`src/rtl/ctrl_pkg.sv`:
```
// ----------------------------------------------------------------------------
// ctrl_pkg
// Shared types and constants for the column-command (CAS) scheduler.
//   cas_type_e     : encoding driven on cas_req (RD/WR, optional auto-precharge)
//   sched_fsm_type : scheduler FSM states
//   ELAPSED_MAX    : saturation value of the inter-CAS elapsed counter
//   DIR_RD/DIR_WR  : one-bit direction encoding used for last/next direction
//   cas_type_f     : maps direction + auto-precharge flag to cas_type_e
// ----------------------------------------------------------------------------
package ctrl_pkg;

  typedef enum logic [2:0] {
    RD_R  = 3'd0,
    WR_R  = 3'd1,
    RDA_R = 3'd2,
    WRA_R = 3'd3
  } cas_type_e;

  typedef enum logic [1:0] {
    SCH_IDLE  = 2'd0,
    SCH_WAIT  = 2'd1,
    SCH_ISSUE = 2'd2
  } sched_fsm_type;

  // 63 means "long enough ago that no timing constraint applies"
  localparam logic [5:0] ELAPSED_MAX = 6'd63;

  localparam logic DIR_RD = 1'b0;
  localparam logic DIR_WR = 1'b1;

  function automatic cas_type_e cas_type_f(input logic dir, input logic ap);
    cas_type_e t;
    case ({dir, ap})
      2'b00:   t = RD_R;
      2'b01:   t = RDA_R;
      2'b10:   t = WR_R;
      2'b11:   t = WRA_R;
      default: t = RD_R;
    endcase
    return t;
  endfunction

endpackage

```
`src/rtl/ctrl_cas_gap_calc.sv`:
```
// ----------------------------------------------------------------------------
// ctrl_cas_gap_calc
// Combinational minimum CAS-to-CAS gap between the last issued command and the
// current candidate, in clock cycles.
// Ports:
//   last_dir_i : direction of the last issued CAS (DIR_RD/DIR_WR)
//   next_dir_i : direction of the candidate CAS
//   same_bg_i  : candidate targets the same bank group as the last CAS
//   cl_i       : read CAS latency
//   cwl_i      : write CAS latency
//   gap_o      : required gap (7-bit), never below 2
// ----------------------------------------------------------------------------
module ctrl_cas_gap_calc
  import ctrl_pkg::*;
#(
  parameter int T_CCD_S = 4,
  parameter int T_CCD_L = 6,
  parameter int T_WTR_S = 2,
  parameter int T_WTR_L = 6,
  parameter int BL      = 8
) (
  input  logic       last_dir_i,
  input  logic       next_dir_i,
  input  logic       same_bg_i,
  input  logic [4:0] cl_i,
  input  logic [4:0] cwl_i,
  output logic [6:0] gap_o
);

  localparam logic [6:0] CCD_S   = 7'(T_CCD_S);
  localparam logic [6:0] CCD_L   = 7'(T_CCD_L);
  localparam logic [6:0] WTR_S   = 7'(T_WTR_S);
  localparam logic [6:0] WTR_L   = 7'(T_WTR_L);
  localparam logic [6:0] HALF_BL = 7'(BL / 2);
  localparam logic [6:0] GAP_MIN = 7'd2;

  logic [6:0] cl_w;
  logic [6:0] cwl_w;
  logic [6:0] rtw_sum;
  logic [6:0] raw_gap;

  assign cl_w  = {2'b00, cl_i};
  assign cwl_w = {2'b00, cwl_i};

  // Gap selection by direction pair, then the global lower clamp
  always_comb begin
    raw_gap = 7'd0;
    // read-to-write: CL + BL/2 + 2 - CWL; compared before subtracting so a
    // large CWL can never wrap the unsigned result
    rtw_sum = cl_w + HALF_BL + 7'd2;
    if (last_dir_i == next_dir_i) begin
      raw_gap = same_bg_i ? CCD_L : CCD_S;
    end else if (last_dir_i == DIR_WR) begin
      raw_gap = cwl_w + HALF_BL + (same_bg_i ? WTR_L : WTR_S);
    end else begin
      if (rtw_sum < (cwl_w + CCD_S)) begin
        raw_gap = CCD_S;
      end else begin
        raw_gap = rtw_sum - cwl_w;
      end
    end
    gap_o = (raw_gap < GAP_MIN) ? GAP_MIN : raw_gap;
  end

endmodule

```
`src/rtl/ctrl_cas_sched.sv`:
```
// ----------------------------------------------------------------------------
// ctrl_cas_sched
// Column-command scheduler: arbitrates read-queue head vs write-queue head,
// enforces inter-CAS gaps (tCCD_S/L, write-to-read, read-to-write) and emits
// a one-cycle cas_rdy strobe with command type and bank group.
// Optional feature macro: CAS_AUTO_PRE_EN (adds rd_ap/wr_ap; RDA_R/WRA_R).
// Ports:
//   CK_t              : clock, posedge
//   reset             : synchronous active-high reset
//   CL, CWL           : runtime read/write CAS latencies
//   cas_hold          : blocks new issue decisions
//   rd_valid, rd_bg   : read request head; rd_ready pulses on acceptance
//   wr_valid, wr_bg   : write request head; wr_ready pulses on acceptance
//   rd_ap, wr_ap      : auto-precharge flags (CAS_AUTO_PRE_EN only)
//   cas_rdy           : one-cycle CAS issue strobe
//   cas_req           : command type (cas_type_e)
//   cas_bg            : bank group of the issued command
// ----------------------------------------------------------------------------
module ctrl_cas_sched
  import ctrl_pkg::*;
#(
  parameter int T_CCD_S    = 4,
  parameter int T_CCD_L    = 6,
  parameter int T_WTR_S    = 2,
  parameter int T_WTR_L    = 6,
  parameter int BL         = 8,
  parameter int STARVE_MAX = 4,
  parameter int BG_W       = 2
) (
  input  logic            CK_t,
  input  logic            reset,
  input  logic [4:0]      CL,
  input  logic [4:0]      CWL,
  input  logic            cas_hold,
  input  logic            rd_valid,
  input  logic [BG_W-1:0] rd_bg,
  output logic            rd_ready,
  input  logic            wr_valid,
  input  logic [BG_W-1:0] wr_bg,
  output logic            wr_ready,
`ifdef CAS_AUTO_PRE_EN
  input  logic            rd_ap,
  input  logic            wr_ap,
`endif
  output logic            cas_rdy,
  output logic [2:0]      cas_req,
  output logic [BG_W-1:0] cas_bg
);

  localparam int              STV_W   = $clog2(STARVE_MAX + 1);
  localparam logic [STV_W-1:0] STV_LIM = STV_W'(STARVE_MAX);

  sched_fsm_type   state_q, state_d;
  logic [5:0]      elapsed_q, elapsed_d;
  logic [STV_W-1:0] starve_q, starve_d;
  logic            last_dir_q, last_dir_d;
  logic [BG_W-1:0] last_bg_q, last_bg_d;
  logic            cas_rdy_q, cas_rdy_d;
  logic            rd_ready_q, rd_ready_d;
  logic            wr_ready_q, wr_ready_d;
  cas_type_e       cas_req_q, cas_req_d;
  logic [BG_W-1:0] cas_bg_q, cas_bg_d;

  logic            wr_pick;
  logic            cand_valid;
  logic            cand_dir;
  logic [BG_W-1:0] cand_bg;
  logic            cand_ap;
  logic [6:0]      gap;
  logic [6:0]      elapsed_nxt;
  logic            gap_met;
  logic            issue;

  // Strict candidate selection: write only when reads are absent or starved
  always_comb begin
    wr_pick    = wr_valid && (!rd_valid || (starve_q >= STV_LIM));
    cand_valid = wr_pick || rd_valid;
    cand_dir   = wr_pick ? DIR_WR : DIR_RD;
    cand_bg    = wr_pick ? wr_bg : rd_bg;
`ifdef CAS_AUTO_PRE_EN
    cand_ap    = wr_pick ? wr_ap : rd_ap;
`else
    cand_ap    = 1'b0;
`endif
  end

  ctrl_cas_gap_calc #(
    .T_CCD_S (T_CCD_S),
    .T_CCD_L (T_CCD_L),
    .T_WTR_S (T_WTR_S),
    .T_WTR_L (T_WTR_L),
    .BL      (BL)
  ) u_gap (
    .last_dir_i (last_dir_q),
    .next_dir_i (cand_dir),
    .same_bg_i  (cand_bg == last_bg_q),
    .cl_i       (CL),
    .cwl_i      (CWL),
    .gap_o      (gap)
  );

  // Issuing now puts the strobe at elapsed+1, which must reach the gap
  assign elapsed_nxt = {1'b0, elapsed_q} + 7'd1;
  assign gap_met     = (elapsed_nxt >= gap);

  // Next-state logic and registered-output next values
  always_comb begin
    state_d    = state_q;
    issue      = 1'b0;
    case (state_q)
      SCH_ISSUE: begin
        state_d = SCH_IDLE;
      end
      SCH_IDLE, SCH_WAIT: begin
        if (!cand_valid || cas_hold) begin
          state_d = SCH_IDLE;
        end else if (gap_met) begin
          state_d = SCH_ISSUE;
          issue   = 1'b1;
        end else begin
          state_d = SCH_WAIT;
        end
      end
      default: begin
        state_d = SCH_IDLE;
      end
    endcase

    if (issue) begin
      elapsed_d = 6'd0;
    end else if (elapsed_q == ELAPSED_MAX) begin
      elapsed_d = ELAPSED_MAX;
    end else begin
      elapsed_d = elapsed_q + 6'd1;
    end

    // starvation counts reads issued past a waiting write
    if (!wr_valid) begin
      starve_d = '0;
    end else if (issue && (cand_dir == DIR_WR)) begin
      starve_d = '0;
    end else if (issue && (starve_q != STV_LIM)) begin
      starve_d = starve_q + {{(STV_W-1){1'b0}}, 1'b1};
    end else begin
      starve_d = starve_q;
    end

    cas_rdy_d  = issue;
    rd_ready_d = issue && (cand_dir == DIR_RD);
    wr_ready_d = issue && (cand_dir == DIR_WR);
    if (issue) begin
      cas_req_d  = cas_type_f(cand_dir, cand_ap);
      cas_bg_d   = cand_bg;
      last_dir_d = cand_dir;
      last_bg_d  = cand_bg;
    end else begin
      cas_req_d  = cas_req_q;
      cas_bg_d   = cas_bg_q;
      last_dir_d = last_dir_q;
      last_bg_d  = last_bg_q;
    end
  end

  // State, counters and output registers with synchronous reset
  always_ff @(posedge CK_t) begin
    if (reset) begin
      state_q    <= SCH_IDLE;
      elapsed_q  <= ELAPSED_MAX;
      starve_q   <= '0;
      last_dir_q <= DIR_RD;
      last_bg_q  <= '0;
      cas_rdy_q  <= 1'b0;
      rd_ready_q <= 1'b0;
      wr_ready_q <= 1'b0;
      cas_req_q  <= RD_R;
      cas_bg_q   <= '0;
    end else begin
      state_q    <= state_d;
      elapsed_q  <= elapsed_d;
      starve_q   <= starve_d;
      last_dir_q <= last_dir_d;
      last_bg_q  <= last_bg_d;
      cas_rdy_q  <= cas_rdy_d;
      rd_ready_q <= rd_ready_d;
      wr_ready_q <= wr_ready_d;
      cas_req_q  <= cas_req_d;
      cas_bg_q   <= cas_bg_d;
    end
  end

  assign cas_rdy  = cas_rdy_q;
  assign rd_ready = rd_ready_q;
  assign wr_ready = wr_ready_q;
  assign cas_req  = cas_req_q;
  assign cas_bg   = cas_bg_q;

endmodule

```
`config.mk`:
```
export PLATFORM = sky130hd
export DESIGN_NAME = ctrl_cas_sched
export DESIGN_NICKNAME = d
export VERILOG_FILES = /design/src/rtl/ctrl_pkg.sv /design/src/rtl/ctrl_cas_gap_calc.sv /design/src/rtl/ctrl_cas_sched.sv
export SDC_FILE = /design/constraint.sdc
export NUM_CORES = 1
export LEC_CHECK = 0
export CAP_MARGIN = 20
export CORE_UTILIZATION = 35
export DETAILED_ROUTE_END_ITERATION = 10
export PLACE_DENSITY_LB_ADDON = 0.05
export SLEW_MARGIN = 25
export SYNTH_ARGS = -nofsm -noshare
export SYNTH_HDL_FRONTEND = slang
export SYNTH_SLANG_ARGS = --single-unit
```
`constraint.sdc`:
```
create_clock -name CK_t -period 6.1 [get_ports CK_t]
set_input_delay 0.61 -clock CK_t [delete_from_list [all_inputs] [get_ports CK_t]]
set_output_delay 0.61 -clock CK_t [all_outputs]
set_load 0.005 [all_outputs]
```
# Word-level counts from Yosys, hierarchy flattened
# Index checks and enable logic that the tools add are counted.
# W data, S select, Z words.
# word_totals
ff_bits	20
word_cells	58
# op_classes
add_sub_neg	8
order_cmp	4
n_eq_ne	5
muxes	15
n_bitwise	3
reduce_logical	14
# op_table
cell	n
$mux W7	4
$add A5 B3 Y6 const B	2
$mux W6	2
$add A6 B1 Y7 const B	1
$add A7 B2 Y7 const B	1
$add A7 B7 Y7	1
$ge A7 B7 Y1	1
$lt A7 B2 Y1 const B	1
$lt A7 B7 Y1	1
$sub A7 B5 Y7	1
$add A6 B1 Y6 const B	1
$eq A6 B6 Y1 const B	1
$mux W2	3
$pmux W3 S2	1
$reduce_or A3 Y1	2
$logic_and A1 B1 Y1	4
$logic_not A2 Y1	2
$mux W1	4
$add A3 B1 Y3 const B	1
$ge A3 B3 Y1 const B	1
$logic_or A1 B1 Y1	3
$mux W3	1
$ne A3 B3 Y1 const B	1
$not A1 Y1	3
other kinds (5)	6

# Depth between registers and ports, before layout
# Gate-level depths: netlist of the first run.
# depth
word_depth	17
depth_mapped	22
depth_no_buf	21

# By module
# Synthesis of the first run repeated with hierarchy kept, for this count alone.
# unflattened
hier_cells	195
area_unflattened_um2	1572.8
# modules_own_cells
mod	n_inst	cells_per_inst	area_per_inst_um2	seq_area_each_um2
ctrl_cas_sched	1	107	907.1	320.3
ctrl_cas_gap_calc	1	88	665.6	0.0

# Least setup slack after synthesis of the first run
# OpenSTA, ideal clock, no wires.
# synth_path
kind	input to register
startpoint	in CL[2]
endpoint	reg starve_q[2]
setup_time_ns	0.064
arrival_ns	4.536
required_ns	6.036
path_slack_ns	1.500
path_stages	22
n_path_buf	1
cell_sequence	inv_1 > ha_1 > nor3b_1 > mux2i_1 > o21ai_0 > ha_1 > a21oi_1 > nand2_1 > o311a_2 > o21ai_0 > o32ai_1 > and3_1 > a31oi_1 > ha_1 > nand2b_1 > a21o_1 > a21o_1 > a21o_1 > a21o_1 > buf_6 > mux2_4 > nor2_1
# synth_via
elab_chain_len	14
word_cells_on_any_way	16
classes_between	3 x add/sub; 3 x order compare; 7 x mux; 3 x reduce/logical
# synth_lines
item	line_no	text
start: declaration	ctrl_cas_sched.sv:32	input logic [4:0] CL,
$add A5 B3 Y6 *	ctrl_cas_gap_calc.sv:50	rtw_sum = cl_w + HALF_BL + 7'd2;
$add A7 B2 Y7 *	ctrl_cas_gap_calc.sv:50	
$sub A7 B5 Y7 or $lt A7 B7 Y1 (tied branches)	ctrl_cas_gap_calc.sv:59, ctrl_cas_gap_calc.sv:56	
$mux W7 *	ctrl_cas_gap_calc.sv:56	if (rtw_sum < (cwl_w + CCD_S)) begin
$mux W7 *	ctrl_cas_gap_calc.sv:53	end else if (last_dir_i == DIR_WR) begin
$mux W7 *	ctrl_cas_gap_calc.sv:51	if (last_dir_i == next_dir_i) begin
$lt A7 B2 Y1	ctrl_cas_gap_calc.sv:62	gap_o = (raw_gap < GAP_MIN) ? GAP_MIN : raw_gap;
$mux W7 *	ctrl_cas_gap_calc.sv:62	
$ge A7 B7 Y1 *	ctrl_cas_sched.sv:104	assign gap_met = (elapsed_nxt >= gap);
$mux W1 *	ctrl_cas_sched.sv:117	end else if (gap_met) begin
$mux W1 *	ctrl_cas_sched.sv:115	if (!cand_valid || cas_hold) begin
$mux W1 *	ctrl_cas_sched.sv:110	case (state_q)
$logic_and A1 B1 Y1	ctrl_cas_sched.sv:140	end else if (issue && (cand_dir == DIR_WR)) begin
$reduce_or A3 Y1 (no line)	--	
end signal: assignment	ctrl_cas_sched.sv:180	starve_q <= starve_d;
end: declaration	ctrl_cas_sched.sv:55	logic [STV_W-1:0] starve_q, starve_d;
# Every way passes the cells marked *; elsewhere a longest branch is shown, timed or not.
# A chain may end at the register's enable or synchronous reset.

# Worst setup path after layout of the first run
# Ends and elaborated chain as after synthesis.

==> impl_metrics.json, run 1 <==
{
  "synth-simple-area-share": 0.215,
  "synth_compound_area_frac": 0.203,
  "worst-path-max-fanout": 8,
  "slew_violations": 0,
  "synth_area_sq_um": 1680,
  "grt_util_all_layers": 0.160,
  "end_kind": "register",
  "rsz0062_at_grt": "false",
  "fin_crit_ns": 5.37,
  "clock_path_buffers": 2,
  "io_pins": 27,
  "holdPathStages": 1,
  "worstHoldEndpoint": "elapsed_q[0]$_SDFF_PP1_",
  "synthArstFlopShare": 0,
  "worstReg2RegEnd": "starve_q[2]$_SDFFE_PP0P_",
  "synth_xor_area_frac": 0.0680,
  "rows": 24,
  "drt-vias-per-instance": 5.28,
  "synth_top_family_by_area": "simple AND/OR/NAND/NOR gates",
  "finalSetupViolations": 0,
  "synth-seq-cells": 16,
  "avgSynthCellArea_sq_um": 7.98,
  "worst_r2r_path_depth": 20,
  "cts_root_buf": "clkbuf_8",
  "yosys.cell_types.count": 49,
  "ir_drop_uv": 95.6,
  "violations": "design-rule violations",
  "critPathKind": "primary input to register",
  "placedCellCount": 281,
  "coreArea_sq_um": 4470,
  "synth-edff-count": 0,
  "synthMuxAreaShare": 0.0396,
  "vias": 1504,
  "antenna_found_initial": 0,
  "p_total_mw": 0.687,
  "synth_ff_type": "dfxtp_1",
  "dp_slack_ns": 0.462,
  "cts_made_buffers": 3,
  "fmaxAchievable_ghz": 0.186,
  "drtPass1Iterations": 7,
  "place_congestion": 0.825,
  "ctsResizeCount": 0,
  "antenna_left": 0,
  "cp.arrival_ns": 5.55,
  "ys_warn_count": 0,
  "dpl-instance-area_sq_um": 1940,
  "die_w_um": 71.2,
  "timing.critical_path.required_ns": 6.29,
  "start_util": 0.374,
  "die_y_um": 71.2,
  "cts_tree": "done",
  "grt-ovfl-total": 0,
  "setup_tns_ns": 0,
  "area_growth_pct": 19.3,
  "seq_area_frac_synth": 0.191,
  "stdcell_count": 285,
  "r2r_slack_ns": 1.94,
  "drive_above_1_share": 0.0601,
  "diodes": 0,
  "fin_ws_ns": 0.734,
  "drc": 3,
  "fin_crit_sh": 0.880,
  "hold_buffers": 0,
  "hp-start": "elapsed_q[0]$_SDFF_PP1_",
  "hold_viol": 0,
  "min_path_type": "register to register",
  "wirelength_um": 3770,
  "drt_iter0_markers": 64,
  "die_area_sq_um": 5070,
  "holdWs_ns": 0.524,
  "cts.sinks": 16,
  "clk_latency_ns": 0.25,
  "status": "complete, but fails checks",
  "max-cap-violations": 0,
  "startpoint_type": "primary input",
  "design_area_sq_um": 2000,
  "hpwl_um": 3190,
  "grt_pass1_vias": 1485,
  "finalClockSkew_ns": 0.00308,
  "synth_cells": 210,
  "powerDensity_nw_per_um2": 344,
  "synth_fa_ha_area_frac": 0.203,
  "wire_per_inst_um": 13.2,
  "power.leakage_nw": 0.869,
  "path_clk_slew_ns": 0.07,
  "nNetsFinal": 279,
  "post_cts_buffers": 0,
  "h-tree-depth": 1,
  "grt_max_degree": 11,
  "port_buffers": 24,
  "final_core_util": 0.447,
  "grt_pass1_wl_um": 6560,
  "reg2reg_from": "starve_q[2]$_SDFFE_PP0P_"
}
## critical path, cell delays in order
cell and delay, ns:
clkdlybuf4s50_1 0.53, inv_1 0.08, ha_1 0.34, nor3b_1 0.24, mux2i_1 0.26, o21ai_0 0.18, ha_1 0.37, nand3_1 0.14
a211oi_1 0.29, o311a_2 0.31, o21ai_0 0.13, o32ai_1 0.13, and3_1 0.21, a31oi_1 0.09, ha_1 0.28, nand2b_1 0.14
a21o_1 0.17, a21o_1 0.17, a21o_1 0.19, a21o_1 0.27, mux2_4 0.33, nor2_1 0.10
## final cells by class
| cell class | count | area (sq um) |
|---|---|---|
| inverter | 22 | 82.6 |
| clock buffer | 4 | 55.1 |
| sequential | 16 | 320 |
| multi-input combinational | 166 | 1230 |
| tap | 52 | 65.1 |
| fill | 465 | 2470 |
| timing repair buffer | 25 | 248 |
## synthesized netlist by cell type (2+ instances only)
cell	count	area, sq um
a211oi_1	3	22.5
a21boi_0	4	30.0
a21o_1	6	45.0
a21oi_1	9	45.0
a22oi_1	5	37.5
and2_1	2	12.5
and3_1	2	12.5
buf_4	3	22.5
dfxtp_1	16	320
fa_1	2	40.0
ha_1	24	300
inv_1	22	82.6
mux2i_1	4	40.0
nand2_1	12	45.0
nand2b_1	5	31.3
nand3_1	13	65.1
nand4b_1	3	26.3
nor2_1	20	75.1
nor2b_1	2	12.5
nor3_1	4	20.0
o21ai_0	9	45.0
or3_1	2	12.5
xnor2_1	9	78.8
xor2_1	4	35.0
## cells by family after synthesis
logic type | after synthesis
adders and majority gates | 26
AOI/OAI and AO/OA | 49
and+or+nand+nor | 70
xor gates and xnor gates | 13
other | 1
DFF | 16
muxes | 6
buffers and inverters | 29
## how the worst max path moves through the flow
stage / startpoint / endpoint / cells past startpoint
global route: CL[2] / elapsed_q[0]$_SDFF_PP1_ / 23
finish: CL[2] / starve_q[2]$_SDFFE_PP0P_ / 22
CTS: CL[2] / starve_q[2]$_SDFFE_PP0P_ / 22
global placement: CL[2] / starve_q[2]$_SDFFE_PP0P_ / 22
detailed placement: CL[2] / starve_q[2]$_SDFFE_PP0P_ / 22
floorplan: CL[2] / starve_q[2]$_SDFFE_PP0P_ / 22
## flip-flops by register name, indices dropped and copies added, names as in the netlist
signal and flops:
elapsed_q 6, cas_rdy 1, wr_ready 1, cas_bg 2, starve_q 3, state_q 1
rd_ready 1, cas_req 1
## layer usage
layer | track usage | vias up | part of all wire
met5 | 0 | - | 0
met2 | 0.293 | 28 | 0.49
li1 | - | 781 | -
met3 | 0.0128 | 7 | 0.021
met4 | 0.0644 | 0 | 0.020
met1 | 0.191 | 688 | 0.46
## placed cells by master, fill, tap and decap left out, types with 2 or more instances in the layout
| cell type | instances |
|---|---|
| a211oi_1 | 3 |
| a21boi_0 | 4 |
| a21o_1 | 6 |
| a21oi_1 | 9 |
| a22oi_1 | 5 |
| and2_1 | 2 |
| and3_1 | 2 |
| clkbuf_8 | 4 |
| clkdlybuf4s50_1 | 24 |
| conb_1 | 2 |
| dfxtp_1 | 16 |
| fa_1 | 2 |
| ha_1 | 24 |
| inv_1 | 22 |
| mux2i_1 | 4 |
| nand2_1 | 12 |
| nand2b_1 | 5 |
| nand3_1 | 13 |
| nand4b_1 | 3 |
| nor2_1 | 20 |
| nor2b_1 | 2 |
| nor3_1 | 4 |
| o21ai_0 | 9 |
| or3_1 | 2 |
| xnor2_1 | 9 |
| xor2_1 | 4 |
## power by group
| group | internal [mW] | switching (mW) |
|---|---|---|
| sequential | 0.142 | 0.0286 |
| clock | 0.0573 | 0.0378 |
| combinational | 0.203 | 0.218 |
(Power assumes the default switching activity.)
==> inputs of run 2 (changes only) <==
- CORE_UTILIZATION: 35 -> 30
==> run 2 against run 1 <==
Against the previous run: the run now ends clean; combinational power down 2%; final cell count up 6.3%; sequential power about the same; register-to-register slack better by 0.06 ns; fmax down 0.70%; via count down 4.1%; utilization down 6.1 points; worst hold slack worse by 0.022 ns; setup slack worse by 0.038 ns; clock power down 2.9%; power down 1.6%; critical endpoint unchanged.
==> impl_metrics.json, run 2 (synthesis results as in run 1) <==
{
  "design_area_sq_um": 2020,
  "finalSetupViolations": 0,
  "ctsResizeCount": 0,
  "hold_viol": 0,
  "die_w_um": 76.7,
  "die_y_um": 76.7,
  "cts_made_buffers": 3,
  "slew_violations": 0,
  "vias": 1442,
  "cts.sinks": 16,
  "path_cells": "clkdlybuf4s50_1 -> inv_1 -> ha_1 -> nor3b_1 -> mux2i_1 -> o21ai_0 -> ha_1 -> nand3_1 -> a211oi_1 -> o311a_2 -> o21ai_0 -> o32ai_1 -> and3_1 -> a31oi_1 -> ha_1 -> nand2b_1 -> a21o_1 -> a21o_1 -> a21o_1 -> a21o_1 -> mux2_4 -> nor2_1",
  "path_clk_slew_ns": 0.06,
  "hpwl_um": 3100,
  "wirelength_um": 3550,
  "wire_per_inst_um": 11.7,
  "critPathKind": "primary input to register",
  "fill_cells": 578,
  "p_total_mw": 0.676,
  "coreArea_sq_um": 5240,
  "final_cell_mix": "ha_1, clkdlybuf4s50_1, inv_1",
  "rows": 26,
  "cp_top_family": "compound AO/OA/AOI/OAI gates",
  "end_kind": "register",
  "diodes": 0,
  "drt_iter0_markers": 48,
  "finalClockSkew_ns": 0.00325,
  "max-cap-violations": 0,
  "rsz0062_at_grt": "false",
  "largest_reg_flops": 6,
  "post_cts_buffers": 0,
  "status": "finished, final reports clean",
  "powerDensity_nw_per_um2": 335,
  "area_growth_pct": 20.7,
  "grt-ovfl-total": 0,
  "nNetsFinal": 279,
  "cp.arrival_ns": 5.59,
  "antenna_found_initial": 0,
  "crit_slowest_cell": "clkdlybuf4s50_1",
  "grt_max_degree": 11,
  "clk_latency_ns": 0.24,
  "cts_root_buf": "clkbuf_8",
  "io_pins": 27,
  "drtPass1Iterations": 4,
  "largest_register": "elapsed_q",
  "place_congestion": 0.748,
  "die_area_sq_um": 5890,
  "setup_tns_ns": 0,
  "crit_path_frequent_cell": "a21o_1",
  "power.leakage_nw": 0.869,
  "fin_crit_sh": 0.886,
  "min_path_type": "register to register",
  "startpoint_type": "primary input",
  "dp_slack_ns": 0.453,
  "antenna_left": 0,
  "grt_pass1_vias": 1352,
  "hold_buffers": 0,
  "grt_pass1_wl_um": 6120,
  "grt_util_all_layers": 0.129,
  "cts_tree": "done",
  "fin_crit_ns": 5.40,
  "clock_path_buffers": 2,
  "drive_above_1_share": 0.0601,
  "fmaxAchievable_ghz": 0.185,
  "worst-path-max-fanout": 8,
  "dpl-instance-area_sq_um": 1970,
  "cp_slowest_stage_delay_ns": 0.53,
  "start_util": 0.320,
  "drc": 0,
  "h-tree-depth": 1,
  "port_buffers": 24,
  "crit_buf_inv": 2,
  "drt-vias-per-instance": 4.76,
  "timing.critical_path.required_ns": 6.29,
  "ir_drop_uv": 98.1,
  "fin_ws_ns": 0.697
}
==> run 2: through the flow <==
stage / utilization / cells / hold WS (ns)
after floorplan: - / 211 / 0.454
after global placement: 0.376 / 299 / 0.478
after detailed placement: 0.376 / 299 / 0.479
after CTS: 0.386 / 303 / 0.508
after global routing: 0.386 / 303 / 0.545
final: 0.386 / 303 / 0.502
==> run 2: report_power, final <==
group,leakage (nW),switching (mW),internal (mW)
logic,0.708,0.212,0.202
registers,0.132,0.0280,0.142
clock network,0.0288,0.0352,0.0571
total,0.869,0.276,0.401
==> run 2: path summary, 6_finish.rpt <==
check                                         startpoint                  endpoint  slack, ns  depth (start not counted)
worst max register to register  starve_q[2]$_SDFFE_PP0P_  starve_q[2]$_SDFFE_PP0P_       2.00                         20
worst min register to register   elapsed_q[0]$_SDFF_PP1_   elapsed_q[0]$_SDFF_PP1_       0.50                          1
worst min-delay path             elapsed_q[0]$_SDFF_PP1_   elapsed_q[0]$_SDFF_PP1_       0.50                          1
worst max-delay path                               CL[2]  starve_q[2]$_SDFFE_PP0P_       0.70                         22
==> run 2: layout make-up <==
type	instances	area (sq um)	share of cell area
repair buffers	25	248	0.123
multi-input cells	166	1230	0.608
inverters	22	82.6	0.0408
flip-flops and latches	16	320	0.158
clock buffers	4	55.1	0.0272
well taps	70	87.6	0.0433
==> run 2: metal layers <==
| layer | GRT usage | up-vias | share of wire |
|---|---|---|---|
| li1 | - | 788 | - |
| met2 | 0.217 | 21 | 0.46 |
| met4 | 0.0462 | 0 | 0.013 |
| met1 | 0.168 | 629 | 0.50 |
| met3 | 0.0155 | 4 | 0.024 |
| met5 | 0 | - | 0 |
